--- src/rtl/hdlc_tx_framer_pkg.sv ---
// Shared definitions for the HDLC transmit framer.
//   HDLC_FLAG  : frame delimiter, sent without bit stuffing
//   HDLC_ABORT : abort sequence byte, sent without bit stuffing
//   CRC_POLY   : CCITT generator polynomial (x^16 + x^12 + x^5 + 1)
//   state_t    : framer FSM state encoding
package hdlc_tx_framer_pkg;

  localparam logic [7:0]  HDLC_FLAG  = 8'h7E;
  localparam logic [7:0]  HDLC_ABORT = 8'hFF;
  localparam logic [15:0] CRC_POLY   = 16'h1021;

  typedef enum logic [2:0] {
    ST_IDLE    = 3'd0,
    ST_OPEN    = 3'd1,
    ST_PAYLOAD = 3'd2,
    ST_CRC_HI  = 3'd3,
    ST_CRC_LO  = 3'd4,
    ST_CLOSE   = 3'd5,
    ST_ABORT   = 3'd6,
    ST_DROP    = 3'd7
  } state_t;

endpackage

--- src/rtl/hdlc_tx_framer_crc16.sv ---
// Combinational byte-wide CRC-16/CCITT update, MSB first, no reflection.
// Ports:
//   crc_in  [15:0] in  : current CRC register
//   byte_in [7:0]  in  : byte being folded into the CRC
//   crc_out [15:0] out : CRC after absorbing byte_in
module crc16_ccitt_byte
  import hdlc_tx_framer_pkg::*;
(
  input  logic [15:0] crc_in,
  input  logic [7:0]  byte_in,
  output logic [15:0] crc_out
);

  // One bit of the serial LFSR; unrolled eight times below.
  function automatic logic [15:0] crc_bit_step(input logic [15:0] c);
    crc_bit_step = c[15] ? ({c[14:0], 1'b0} ^ CRC_POLY) : {c[14:0], 1'b0};
  endfunction

  always_comb begin
    crc_out = crc_in ^ {byte_in, 8'h00};
    for (int i = 0; i < 8; i++) begin
      crc_out = crc_bit_step(crc_out);
    end
  end

endmodule

--- src/rtl/hdlc_tx_framer.sv ---
// HDLC transmit frame sequencer feeding a byte serializer.
// Emits: OPEN_FLAGS x 7E, payload, CRC hi, CRC lo, 7E. Abort sends FF.
// Ports:
//   clk, reset          : clock (posedge) and asynchronous active-high reset
//   in_data/in_valid/in_last/in_ready : payload byte stream from the source
//   abort               : level request to abort the current frame
//   ser_data/ser_strobe/ser_stuff     : byte, load strobe, stuffing enable to serializer
//   ser_ready           : serializer can take a new byte
//   busy                : frame in progress (until closing flag / abort byte sent)
//   frame_done          : pulse when closing flag handed over
//   frame_aborted       : pulse when abort byte handed over
module hdlc_tx_framer
  import hdlc_tx_framer_pkg::*;
#(
  parameter int          OPEN_FLAGS = 1,
  parameter bit          IDLE_FLAGS = 1'b0,
  parameter logic [15:0] CRC_INIT   = 16'hFFFF
) (
  input  logic       clk,
  input  logic       reset,
  input  logic [7:0] in_data,
  input  logic       in_valid,
  input  logic       in_last,
  output logic       in_ready,
  input  logic       abort,
  output logic [7:0] ser_data,
  output logic       ser_strobe,
  output logic       ser_stuff,
  input  logic       ser_ready,
  output logic       busy,
  output logic       frame_done,
  output logic       frame_aborted
);

  localparam logic [3:0] LAST_FLAG = 4'(OPEN_FLAGS - 1);

  state_t      state;
  logic [3:0]  flag_cnt;
  logic [15:0] crc;
  logic [15:0] crc_next;
  logic        abort_to_idle;
  logic        slot;

  // A slot is a cycle where the serializer is ready and we did not just
  // strobe it (its ready drops one cycle after our strobe).
  assign slot = ser_ready && !ser_strobe;

  // An abort on a payload slot takes priority, so the byte is not consumed.
  assign in_ready = slot && ((state == ST_PAYLOAD && !abort) || state == ST_DROP);

  crc16_ccitt_byte u_crc (
    .crc_in  (crc),
    .byte_in (in_data),
    .crc_out (crc_next)
  );

  always_ff @(posedge clk or posedge reset) begin
    if (reset) begin
      state         <= ST_IDLE;
      flag_cnt      <= 4'd0;
      crc           <= CRC_INIT;
      abort_to_idle <= 1'b0;
      ser_data      <= 8'hFF;
      ser_stuff     <= 1'b0;
      ser_strobe    <= 1'b0;
      busy          <= 1'b0;
      frame_done    <= 1'b0;
      frame_aborted <= 1'b0;
    end else begin
      ser_strobe    <= 1'b0;
      frame_done    <= 1'b0;
      frame_aborted <= 1'b0;
      case (state)
        ST_IDLE: begin
          if (in_valid) begin
            crc      <= CRC_INIT;
            flag_cnt <= 4'd0;
            busy     <= 1'b1;
            state    <= ST_OPEN;
          end else if (IDLE_FLAGS && slot) begin
            ser_data   <= HDLC_FLAG;
            ser_stuff  <= 1'b0;
            ser_strobe <= 1'b1;
          end
        end

        ST_OPEN: begin
          if (slot) begin
            if (abort) begin
              abort_to_idle <= 1'b0;
              state         <= ST_ABORT;
            end else begin
              ser_data   <= HDLC_FLAG;
              ser_stuff  <= 1'b0;
              ser_strobe <= 1'b1;
              if (flag_cnt == LAST_FLAG) begin
                state <= ST_PAYLOAD;
              end else begin
                flag_cnt <= flag_cnt + 4'd1;
              end
            end
          end
        end

        ST_PAYLOAD: begin
          if (slot) begin
            if (abort) begin
              abort_to_idle <= 1'b0;
              state         <= ST_ABORT;
            end else if (!in_valid) begin
              // Underrun: the source has nothing else, so nothing to drop.
              abort_to_idle <= 1'b1;
              state         <= ST_ABORT;
            end else begin
              ser_data   <= in_data;
              ser_stuff  <= 1'b1;
              ser_strobe <= 1'b1;
              crc        <= crc_next;
              if (in_last) begin
                state <= ST_CRC_HI;
              end
            end
          end
        end

        ST_CRC_HI: begin
          if (slot) begin
            if (abort) begin
              abort_to_idle <= 1'b1;
              state         <= ST_ABORT;
            end else begin
              ser_data   <= crc[15:8];
              ser_stuff  <= 1'b1;
              ser_strobe <= 1'b1;
              state      <= ST_CRC_LO;
            end
          end
        end

        ST_CRC_LO: begin
          if (slot) begin
            if (abort) begin
              abort_to_idle <= 1'b1;
              state         <= ST_ABORT;
            end else begin
              ser_data   <= crc[7:0];
              ser_stuff  <= 1'b1;
              ser_strobe <= 1'b1;
              state      <= ST_CLOSE;
            end
          end
        end

        ST_CLOSE: begin
          if (slot) begin
            ser_data   <= HDLC_FLAG;
            ser_stuff  <= 1'b0;
            ser_strobe <= 1'b1;
            frame_done <= 1'b1;
            busy       <= 1'b0;
            state      <= ST_IDLE;
          end
        end

        ST_ABORT: begin
          if (slot) begin
            ser_data      <= HDLC_ABORT;
            ser_stuff     <= 1'b0;
            ser_strobe    <= 1'b1;
            frame_aborted <= 1'b1;
            busy          <= 1'b0;
            state         <= abort_to_idle ? ST_IDLE : ST_DROP;
          end
        end

        ST_DROP: begin
          // Swallow the rest of the aborted frame up to its last byte.
          if (slot && in_valid && in_last) begin
            state <= ST_IDLE;
          end
        end

        default: state <= ST_IDLE;
      endcase
    end
  end

endmodule

--- config.mk ---
export PLATFORM = sky130hd
export DESIGN_NAME = hdlc_tx_framer
export DESIGN_NICKNAME = d
export VERILOG_FILES = /design/src/rtl/hdlc_tx_framer_pkg.sv /design/src/rtl/hdlc_tx_framer_crc16.sv /design/src/rtl/hdlc_tx_framer.sv
export SDC_FILE = /design/constraint.sdc
export NUM_CORES = 1
export LEC_CHECK = 0
export BUFFER_PORTS_ARGS = -buffer_cell sky130_fd_sc_hd__buf_2
export CAP_MARGIN = 20
export CORE_UTILIZATION = 25
export DETAILED_ROUTE_END_ITERATION = 6
export GPL_TIMING_DRIVEN = 0
export PLACE_DENSITY = 0.48
export SYNTH_ARGS = -nofsm -noshare
export SYNTH_HDL_FRONTEND = slang
export SYNTH_SLANG_ARGS = --single-unit
--- constraint.sdc ---
create_clock -name clk -period 1.7 [get_ports clk]
set_clock_uncertainty 0.1 [all_clocks]
set_input_delay 0.085 -clock clk [delete_from_list [all_inputs] [get_ports clk]]
set_output_delay 0.085 -clock clk [all_outputs]
set_load 0.02 [all_outputs]
Word-level counts from Yosys, hierarchy flattened

Cells that the tools add are included.

Register bits after elaboration: 37
Input bits: 14
Logic and storage cells: 149

Add/subtract/negate cells: 1
Eq/ne operators: 29
Mux-type cells: 74
Bitwise operators: 9
Reductions and logical operators: 26

Operator list:

| cell                 | count |
|---|---|
| $mux W13             | 8 |
| $mux W8              | 11 |
| $mux W16             | 4 |
| $pmux W8 S6          | 1 |
| $mux W3              | 14 |
| $pmux W16 S2         | 1 |
| $ne A2 B2 Y1 const B | 15 |
| $not A3 Y3           | 8 |
| $pmux W3 S8          | 1 |
| $mux W1              | 23 |
| $mux W4              | 4 |
| $xor A16 B16 Y16     | 1 |
| $eq A3 B3 Y1 const B | 4 |
| $reduce_and A12 Y1   | 1 |
| $reduce_and A10 Y1   | 1 |
| $reduce_and A5 Y1    | 2 |
| $reduce_and A9 Y1    | 1 |
| $ne A2 B1 Y1 const B | 4 |
| $pmux W4 S2          | 1 |
| $reduce_and A7 Y1    | 1 |
| $eq A3 B2 Y1 const B | 2 |
| $ne A3 B3 Y1 const B | 2 |
| $pmux W1 S3          | 2 |
| $reduce_bool A2 Y1   | 3 |
| 17 further kinds     | 24 |

Logic depth before layout (Yosys ltp)

Word-level depth: 21
Depth in mapped cells: 6
Gate-level depth less buffers: 6

By module

A second synthesis with hierarchy kept.

Cell total of the unflattened synthesis: 245
Area total of the unflattened synthesis: 2421.1 µm²

By module, submodules not included:

| module           | times used | cells each | area an instance (µm²) |
|---|---|---|---|
| hdlc_tx_framer   | 1          | 220        | 2044.5 |
| crc16_ccitt_byte | 1          | 25         | 376.6 |

Worst setup path after synthesis

OpenSTA, ideal clock, no wires.

Path type: register -> register
From: register ser_strobe
To: register state[0]
Library setup time: 0.079 ns
Arrival time: 1.625 ns
Data required time: 1.521 ns
Slack: -0.104 ns
Stages on the path, launching flop included: 5
Period minus slack after synthesis: 1.804 ns
Cell sequence: dfrtp_1 nand2b_1 a32o_1 a2111oi_4 mux2i_1

Word-level cells in the longest chain between the ends: 6
Elaborated cells on any way between the ends: 12
Those cells by class: 7 x eq/ne; 5 x reduce/logical

RTL lines:

| what                                    | RTL line              | text |
|---|---|---|
| start, declared                         | hdlc_tx_framer.sv:27  | `output logic ser_strobe,` |
| start signal, assigned                  | hdlc_tx_framer.sv:65  | `ser_strobe <= 1'b0;` |
| start signal, assigned                  | hdlc_tx_framer.sv:70  | `ser_strobe <= 1'b0;` |
| start signal, assigned                  | hdlc_tx_framer.sv:83  | `ser_strobe <= 1'b1;` |
| $logic_not A1 Y1 (*)                    | hdlc_tx_framer.sv:46  | `assign slot = ser_ready && !ser_strobe;` |
| $logic_and A1 B1 Y1 (*)                 | hdlc_tx_framer.sv:46  |  |
| $logic_and A1 B1 Y1 (2 in a row)        | hdlc_tx_framer.sv:178 | `if (slot && in_valid && in_last) begin` |
| $ne A2 B1 Y1 (no source line)           | -                     |  |
| $reduce_and A10 Y1 (no source line) (*) | -                     |  |
| end signal, assigned                    | hdlc_tx_framer.sv:172 | `state <= abort_to_idle ? ST_IDLE : ST_DROP;` |
| end, declared                           | hdlc_tx_framer.sv:37  | `state_t state;` |

Mark *: on every way between the ends. The rest lies on a longest branch, timed or not.
A chain may end at the register's enable or synchronous reset.

Worst setup path after layout

From: register state[0]
To: output port in_ready

Word-level cells in the longest chain between the ends: 4
Elaborated cells on any way between the ends: 5
Those cells by class: 2 x eq/ne; 3 x reduce/logical

RTL lines:

| what                    | RTL line             | text |
|---|---|---|
| $eq A3 B2 Y1            | hdlc_tx_framer.sv:49 | `assign in_ready = slot && ((state == ST_PAYLOAD && !abort) \|\| state == ST_DROP);` |
| $logic_and A1 B1 Y1     | hdlc_tx_framer.sv:49 |  |
| $logic_or A1 B1 Y1 (*)  | hdlc_tx_framer.sv:49 |  |
| $logic_and A1 B1 Y1 (*) | hdlc_tx_framer.sv:49 |  |
| end, declared           | hdlc_tx_framer.sv:24 | `output logic in_ready,` |

Marks and branches as above.

==> reports/summary.json <==
{
  "clocking": {
    "clk_path_buf_depth": 2,
    "cts_htree_levels": 2,
    "cts_made_buffers": 5,
    "clk_slew_on_worst_s_h_paths_ns": 0.07,
    "cts-root-buf": "clkbuf_8",
    "clock_sink_count": 37,
    "tritoncts": "done",
    "worst_skew_pair.late_latency_ns": 0.29
  },
  "yosys": {
    "mapped_area_mm2": 0.00227,
    "ys_dominant_reg_cell": "dfstp_2",
    "sequential_element_share_of_the_synthesized_area_pct": 42.1,
    "async_flop_share_pct": 100,
    "synth_warnings": 0,
    "synth_edf_count": 0,
    "postSynthNetCount": 256,
    "post_synth_num_cell_types": 47,
    "register_bit_count_reported_by_yosys": 37,
    "synthesized_netlist_cell_count": 240,
    "syn_area_per_cell_um2": 9.47
  },
  "route": {
    "vias": 1968,
    "drt-pass1-iter-count": 4,
    "drt_first_iter_violations": 105,
    "wirelength_mm": 6.23,
    "drt_drc_violations_left": 0,
    "detail_route.wl_per_cell_um": 15.6,
    "postRouteAntennaNets": 0,
    "avgViaCountPerCell": 4.93
  },
  "status": {
    "status": "finished, violations left",
    "violations": "setup timing"
  },
  "cells_and_area": {
    "seq_area_um2": 957,
    "num_antenna_cells": 0,
    "post-route-util_pct": 35.7,
    "multiInputGateArea_mm2": 0.00144,
    "num-nets-final": 307,
    "area_growth_syn_to_layout_pct": 37.8,
    "final_layout_size_suffix_gt1_share_pct": 47.8,
    "final.fill_count": 865,
    "final_cell_count_no_fill": 399
  },
  "floorplanning": {
    "floorplan.initialDensity_pct": 25.9,
    "pin_count": 28,
    "placement_rows": 34,
    "die_x_um": 97.3,
    "die-area_mm2": 0.00947,
    "die_height_um": 97.3,
    "core_region_area_mm2": 0.00876
  },
  "timing": {
    "timing_worst_slew_pin_value_ns": 0.800,
    "number_of_endpoints_with_negative_hold_slack_in_the_final_report": 0,
    "final.setup.tns_ns": -1.21,
    "setup_slack_ns": -0.0996,
    "timing.final.crit_period_ns": 1.80,
    "grt_setup_unrepaired": "true",
    "period_share_pct": 106,
    "max-slew-margin-rel_pct": 46.6,
    "max_freq_ghz": 0.556,
    "finalSetupViolations": 31,
    "finalMaxSlewViolations": 0
  },
  "global_routing": {
    "grt_max_degree": 38,
    "initial_antenna_violation_count": 0,
    "global_route_wire_length_before_repair_mm": 10.1,
    "number_of_global_route_vias_before_repair": 1926,
    "global_route.usage.total_pct": 13.3,
    "globalRouteOverflowTotal": 0
  },
  "worst_setup_path": {
    "worst_setup_path_endpoint": "in_ready",
    "timing.critical_path.cells": "buf_6 > clkbuf_16 > or3_4 > a21oi_2 > buf_6",
    "critical-path-max-stage-delay_ns": 0.37,
    "worst_path_dominant_cell_family": "buffers and inverters",
    "path_class": "register to primary output",
    "worst_ep_required_time_ns": 1.51,
    "critical-path-slowest-cell": "dfrtp_1",
    "path_buf_inv": 3,
    "timing.critical_path.from": "state[0]$_DFFE_PP0P_",
    "crit_cells": 5,
    "r2r.worst_path.cells": 5,
    "arrival_ns": 1.61,
    "crit-reg2reg-launch": "state[1]$_DFFE_PP0P_",
    "crit-reg2reg-capture": "state[0]$_DFFE_PP0P_",
    "worst_path_maximum_fanout": 10,
    "worst_path_most_repeated_cell": "buf_6",
    "worst_setup_path_start_kind": "register",
    "cp-end-kind": "primary output",
    "regToRegSetupSlack_ns": -0.08
  },
  "pwr": {
    "share_clk_of_total_power_pct": 10.3,
    "power_report.internal_total_uw": 3520,
    "power-per-cell-area_mw_per_mm2": 1990,
    "ir_worst_vdd_mv": 0.473,
    "power.net_switching_uw": 2700,
    "pwr-share-seq_pct": 28.9,
    "comb_power_share_pct": 60.8,
    "leakage_uw": 0.00129,
    "switching_share_of_power_pct": 43.4
  },
  "run": {
    "drv.max_cap_violation_count": 0
  },
  "min_path": {
    "worst_hold_path.num_cells": 3,
    "hold_path_startpoint": "ser_ready",
    "min-delay-path-class": "input port to register"
  },
  "placed_design": {
    "detailed_place_hpwl_mm": 4.07,
    "placement.io_buffers": 27,
    "placed_cells_incl_taps": 375,
    "globalplace.congestion": 0.796
  }
}
==> synthesized netlist by cell type (3+ instances only) <==
cell	n	area [µm²]
a21oi_1	25	125
dfstp_2	24	631
nor2_1	24	90.1
xnor2_1	20	175
inv_1	16	60.1
dfrtp_1	13	325
o22ai_1	11	68.8
mux2i_1	9	90.1
nand2_1	9	33.8
buf_2	8	40.0
o21ai_0	8	40.0
o22a_1	8	70.1
nand3_1	7	35.0
nand2b_1	5	31.3
o21a_1	4	30.0
xor2_1	4	35.0
buf_1	3	11.3
mux2_2	3	33.8
o21ai_1	3	15.0
==> per-stage QoR <==
stage / area, µm² / total power [µW] / hold WS [ns] / worst slack, ns
2_1_floorplan: 2280 / 3940 / 0.132 / -0.00935
3_3_place_gp: 2550 / 4640 / 0.330 / -0.454
3_5_place_dp: 2550 / 4630 / 0.195 / -0.396
4_1_cts: 2870 / 5720 / 0.0213 / -0.120
5_1_grt: 3130 / 6650 / 0.0815 / -0.186
6_report: 3130 / 6220 / 0.0887 / -0.0996
==> worst min-delay path by stage <==
| stage | to | slack (ns) |
|---|---|---|
| 3_3_place_gp | frame_aborted$_DFF_PP0_ | 0.33 |
| 5_1_grt | frame_done$_DFF_PP0_ | 0.08 |
| 4_1_cts | frame_aborted$_DFF_PP0_ | 0.02 |
| 6_report | frame_done$_DFF_PP0_ | 0.09 |
| 2_1_floorplan | frame_aborted$_DFF_PP0_ | 0.13 |
| 3_5_place_dp | ser_stuff$_DFFE_PP0P_ | 0.19 |
==> layout make-up <==
class | count | share of cell area [%]
Multi-Input combinational cell | 174 | 45.9
Sequential cell | 37 | 30.6
Timing Repair Buffer | 44 | 9.83
Buffer | 13 | 4.36
Tap cell | 108 | 4.32
Clock buffer | 6 | 2.64
Inverter | 16 | 2.16
Clock inverter | 1 | 0.200
==> cells by family after synthesis <==
group	after synthesis	synth area share, %
adders and majority gates	2	1.10
xor gates and xnor gates	24	9.25
and+or+nand+nor	64	15.5
buffers and inverters	29	5.56
muxes	12	5.45
DFF	37	42.1
AOI/OAI and AO/OA	72	21.1
==> placed cells by master (no fill, tap or decap), drive strengths merged, types with 2 or more instances in the layout <==
| cell type | instances |
|---|---|
| nand3 | 7 |
| a22o | 2 |
| nor3 | 2 |
| o21ai | 11 |
| nand2 | 9 |
| clkbuf | 8 |
| nor4 | 4 |
| or3b | 2 |
| o22ai | 11 |
| mux2 | 3 |
| dfstp | 24 |
| xnor2 | 20 |
| nand2b | 5 |
| or3 | 2 |
| inv | 15 |
| o22a | 8 |
| nor3b | 3 |
| mux2i | 9 |
| xor2 | 4 |
| dfrtp | 13 |
| o21a | 4 |
| buf | 54 |
| a2bb2oi | 2 |
| a2111oi | 2 |
| clkinvlp | 2 |
| ha | 2 |
| a21oi | 26 |
| nor2 | 24 |
==> worst register-to-register path, stage by stage, from the launching register on <==
cell and delay [ns]:
dfrtp_1 0.39, buf_6 0.16, nand3b_4 0.10, a32o_2 0.30, a2111oi_4 0.41, mux2i_1 0.25
==> power by group through the flow <==
stage / registers, µW / logic (µW) / clock network, µW
floorplan: 1830 / 2110 / 0
global placement: 1750 / 2900 / 0
detailed placement: 1750 / 2880 / 0
CTS: 1730 / 3320 / 674
global route: 1860 / 4080 / 709
finish: 1790 / 3780 / 641
==> per-layer routing <==
layer	track usage, %	wire length, µm
met4	3.62	98
met3	2.23	178
met5	0	0
met2	21.7	2990
met1	18.2	2970
==> state kept, by name (all words and copies together) (netlist names) <==
name,flops
ser_data,8
busy,1
crc,16
ser_strobe,1
ser_stuff,1
flag_cnt,4
abort_to_idle,1
frame_done,1
state,3
frame_aborted,1
==> timing repair <==
action | in CTS | in global routing
resized for setup | 34 | 52
pin swaps | 5 | 8
gates cloned | 0 | 2
setup endpoints to repair | 35 | 34
buffers inserted | 9 | 5
hold buffers | 1 | 0
hold endpoints to repair | 13 | 0
Note: power is estimated with default switching activity, not from simulation.
